==> src/rtl/hazard_stall_ctrl.sv <==
// Front-end stall/flush control for load-use, mult/div structural hazards and taken branches.
// Control outputs are combinational (0 cycles); FSM, busy counter and stall counter are registered.
module hazard_stall_ctrl #(
    parameter int REG_AW     = 5,
    parameter int MULDIV_LAT = 4,
    parameter int CNT_W      = 16
) (
    input  logic              clk,
    input  logic              rst_n,
    input  logic [REG_AW-1:0] id_rs,
    input  logic [REG_AW-1:0] id_rt,
    input  logic              id_uses_rt,
    input  logic              id_muldiv,
    input  logic              id_hilo_rd,
    input  logic              ex_mem_read,
    input  logic [REG_AW-1:0] ex_rt,
    input  logic              ex_branch_taken,
    output logic              pc_write,
    output logic              if_id_write,
    output logic              if_id_flush,
    output logic              id_ex_bubble,
    output logic [1:0]        stall_reason,
    output logic              muldiv_busy,
    output logic [CNT_W-1:0]  stall_cycles
);

    localparam int CW = $clog2(MULDIV_LAT + 1);

    typedef enum logic {RUN, MD_BUSY} state_t;

    state_t           state_q, state_d;
    logic [CW-1:0]    cnt_q, cnt_d;
    logic [CNT_W-1:0] stall_cnt_q, stall_cnt_d;

    logic lu, sh, flush, stall;

    assign flush = ex_branch_taken;
    assign lu    = ex_mem_read && (ex_rt != '0) &&
                   ((ex_rt == id_rs) || (id_uses_rt && (ex_rt == id_rt)));
    assign sh    = (state_q == MD_BUSY) && (id_muldiv || id_hilo_rd);
    // Flush wins over both stall sources, so a flushed cycle never stalls.
    assign stall = !flush && (sh || lu);

    always_comb begin
        pc_write     = 1'b1;
        if_id_write  = 1'b1;
        if_id_flush  = 1'b0;
        id_ex_bubble = 1'b0;
        stall_reason = 2'd0;
        if (!rst_n) begin
            pc_write     = 1'b0;
            if_id_write  = 1'b0;
            id_ex_bubble = 1'b1;
        end else if (flush) begin
            if_id_flush  = 1'b1;
            id_ex_bubble = 1'b1;
            stall_reason = 2'd3;
        end else if (sh || lu) begin
            pc_write     = 1'b0;
            if_id_write  = 1'b0;
            id_ex_bubble = 1'b1;
            stall_reason = sh ? 2'd2 : 2'd1;
        end
    end

    always_comb begin
        state_d = state_q;
        cnt_d   = cnt_q;
        case (state_q)
            RUN: begin
                if (id_muldiv && !flush && !stall) begin
                    state_d = MD_BUSY;
                    cnt_d   = CW'(MULDIV_LAT - 1);
                end
            end
            MD_BUSY: begin
                if (cnt_q == '0) state_d = RUN;
                else             cnt_d   = cnt_q - 1'b1;
            end
            default: state_d = RUN;
        endcase
    end

    always_comb begin
        stall_cnt_d = stall_cnt_q;
        if (stall && (stall_cnt_q != '1)) stall_cnt_d = stall_cnt_q + 1'b1;
    end

    always_ff @(posedge clk or negedge rst_n) begin
        if (!rst_n) begin
            state_q     <= RUN;
            cnt_q       <= '0;
            stall_cnt_q <= '0;
        end else begin
            state_q     <= state_d;
            cnt_q       <= cnt_d;
            stall_cnt_q <= stall_cnt_d;
        end
    end

    assign muldiv_busy  = (state_q == MD_BUSY);
    assign stall_cycles = stall_cnt_q;

endmodule

==> config.mk <==
export PLATFORM = sky130hd
export DESIGN_NAME = hazard_stall_ctrl
export DESIGN_NICKNAME = d
export VERILOG_FILES = /design/src/rtl/hazard_stall_ctrl.sv
export SDC_FILE = /design/constraint.sdc
export NUM_CORES = 1
export LEC_CHECK = 0
export ABC_AREA = 1
export BUFFER_PORTS_ARGS = -buffer_cell sky130_fd_sc_hd__clkbuf_2
export CAP_MARGIN = 20
export CORE_UTILIZATION = 43
export CTS_BUF_LIST = sky130_fd_sc_hd__clkbuf_4 sky130_fd_sc_hd__clkbuf_8 sky130_fd_sc_hd__clkbuf_16
export CTS_CLUSTER_DIAMETER = 150
export DETAILED_ROUTE_END_ITERATION = 12
export GPL_ROUTABILITY_DRIVEN = 0
export PLACE_DENSITY_LB_ADDON = 0.25
export SLEW_MARGIN = 20
export SYNTH_ARGS = -nofsm -noshare
export SYNTH_HDL_FRONTEND = slang
export SYNTH_SLANG_ARGS = --single-unit
export TNS_END_PERCENT = 100
==> constraint.sdc <==
create_clock -name clk -period 3.4 [get_ports clk]
set_clock_uncertainty 0.05 [all_clocks]
set_input_delay 0 -clock clk [delete_from_list [all_inputs] [get_ports clk]]
set_output_delay 0 -clock clk [all_outputs]
set_load 0.1 [all_outputs]
==> metrics.txt <==
RSZ-0062 raised after global routing false; Worst Tran Pin Value 0.5496 ns; Root Driver clkbuf_4; CP Class register to register; Yosys warning total 0; largest net degree at the start of global routing 24; first-pass GRT wire length 5.533 mm; H-tree Lvls 1; initial antenna violation count 0; area grow syn2layout 20.87%; Hold Crit Depth 5; Slew HR 63.36%; CTS Buffer Depth 2; worst slack, placed 1.431 ns; Final ANT Viol Nets 0; grt ovf 0; Placed Cells 313; Pwr per Cell Area 619.5 mW/mm²; grt met2 use 31.52%; Final Non-Filler Cells 318; Hold Crit Class input pin to register; Worst Slack Setup Final 1.370 ns; max-slew violation count 0; leakage dissipation 0.001056 µW; Post-CTS Setup Inserts 0; fin crit share 59.70%; initial core utilization 45.09%; post-synthesis sequential area ratio 33.00%; Total GRT Usage 19.51%; final number of setup-violating endpoints 0; final WL 3.306 mm; Post-Syn Nets 253; Clk Latency, worst-skew pair 0.30 ns; CTS tree done; Util after Layout 54.50%; Max Fanout on Critical Path 16; Avg Cell Area, Syn 6.651 µm²; CP Cell Sequence ha_1 -> inv_2 -> nor3_4 -> nand2_2 -> nor2_4 -> nand3_4 -> nand3_2 -> nand2_1 -> nand2_1; Fmax achieved 492.7 MHz; Worst setup EP type register; Reg area 500.5 µm²; final hold vios 0; worst hold slack 0.08480 ns; Die H 61.39 µm; status complete, no violations; post-cts gate resize count 0; met1 GRT Util 27.73%; clock period minus worst slack 2.030 ns; I/O pin cnt 45; core area 0.003363 mm²; TritonCTS Sinks 20; Crit path arrival time 2.23 ns; worst setup path endpoint stall_cycles[10]; GRT met3 Usage 2.101%; PortBufs 44; cell row count 21; hold_buf cts 1; DP Wirelength 2.498 mm; path depth of the worst reg2reg path 9; 1st-iter DRT viols 53; Peak VDD IR 0.4847 mV; busiest grt layer met2; Startpoint Class register; crit path launch stall_cycles[0]; Avg WL per Cell 10.40 µm; multi-input logic area 853.3 µm²; flops & latches, synth 20; most frequent cells in the layout 85 x nand2_1, 44 x clkbuf_2, 29 x inv_1, 22 x nand4_1, 20 x dfrtp_1; # DRC 0; setup_tns 0 ns; Critical R2R Launch stall_cycles[0]; Ant. Diodes 0; Critical Path Slowest Stage Cell dfrtp_1; unique cell type count in the Yosys netlist 26; Most Frequent Cell on Critical Path nand2_1; vias after detailed routing 1,526; most common cell after layout, fill and taps aside nand2_1; DR vias/cell 4.799; max incr delay on CP 0.45 ns; post-synthesis cell count 228; Max-Cap Viols 0; Reg2Reg Capture Point stall_cycles[10]; fillcell total 372; Cell Area, Synth 0.001516 mm²; clk slew on worst S/H paths 0.12 ns; number of CTS-inserted buffers 3; Pre-Repair DR Iteration Count 4; Required @ worst endpoint 3.60 ns; vias in the first global route 1,305; Die W 61.39 µm; share of cells above drive strength 1 24.26%; internal reg-to-reg setup slack 1.37 ns; die area 0.003768 mm²; Final nets 298
[routing by layer]
| metal | part of all wire, % | routed length, µm |
|---|---|---|
| met5 | 0 | 0 |
| met4 | 0.94 | 31 |
| met3 | 4.1 | 136 |
| met2 | 45 | 1481 |
| met1 | 50 | 1656 |
[flip-flops by register name (all words and copies together) (netlist names)]
| signal | cells |
|---|---|
| muldiv_busy | 1 |
| stall_cycles | 16 |
| cnt_q | 3 |
[worst min path at each step]
stage              start          endpoint  slack, ns
2_1_floorplan      rst_n          cnt_q[0]      -0.35
3_3_place_gp       rst_n  stall_cycles[12]      -0.03
3_5_place_dp       rst_n  stall_cycles[12]      -0.04
4_1_cts        id_muldiv       muldiv_busy       0.07
5_1_grt        id_muldiv       muldiv_busy       0.12
6_report       id_muldiv       muldiv_busy       0.08
[cells in the mapped netlist]
cell type,number,share of area [%]
nand2_1,85,21
inv_1,29,7.2
nand4_1,22,9.1
dfrtp_1,20,33
nor2_1,15,3.7
nand3_1,12,4.0
xor2_1,8,4.6
inv_2,7,1.7
nor3_1,5,1.6
ha_1,3,2.5
nand2_2,3,1.2
xnor2_1,3,1.7
buf_2,2,0.66
o21ai_1,2,0.66
a21oi_1,1,0.33
buf_4,1,0.50
buf_6,1,0.74
clkbuf_1,1,0.25
clkinv_1,1,0.25
nand3_2,1,0.66
nand3_4,1,1.2
nor2_4,1,0.74
nor3_2,1,0.66
nor3_4,1,1.1
o31ai_1,1,0.50
or2_2,1,0.41
[final cells by class]
type,count,share of cell area (%)
multi-input combinational,166,46.55
sequential,20,27.30
timing repair buffer,45,12.56
inverter,37,7.577
tap,46,3.140
clock inverter,1,1.638
clock buffer,3,1.229
[critical path: cells and delay by family, from the launching register on]
kind	cells	cell delay [ns]
and+or+nand+nor	7	1.20
DFF	1	0.45
adders and majority gates	1	0.22
buffers and inverters	1	0.06
[power breakdown]
group	internal (µW)	total [µW]	switching [µW]
Clock	119	195	75.9
Combinational	119	597	478
Sequential	288	343	55.7
[through the flow]
stage,cell area [µm²],power (µW)
finish,1833,1136
global route,1833,1216
CTS,1833,1148
detailed placement,1770,946.7
global placement,1770,937.8
floorplan,1525,845.0
[cells by family (layout without fill, tap and decap cells)]
family	count (synthesis)	count (layout)	share of synthesized area [%]
xor gates and xnor gates	11	11	6.354
buffers and inverters	42	86	11.30
adders and majority gates	3	3	2.476
AOI/OAI and AO/OA	4	4	1.485
and+or+nand+nor	148	148	45.38
DFF	20	20	33.00
Note: power is estimated with default switching activity, not from simulation.
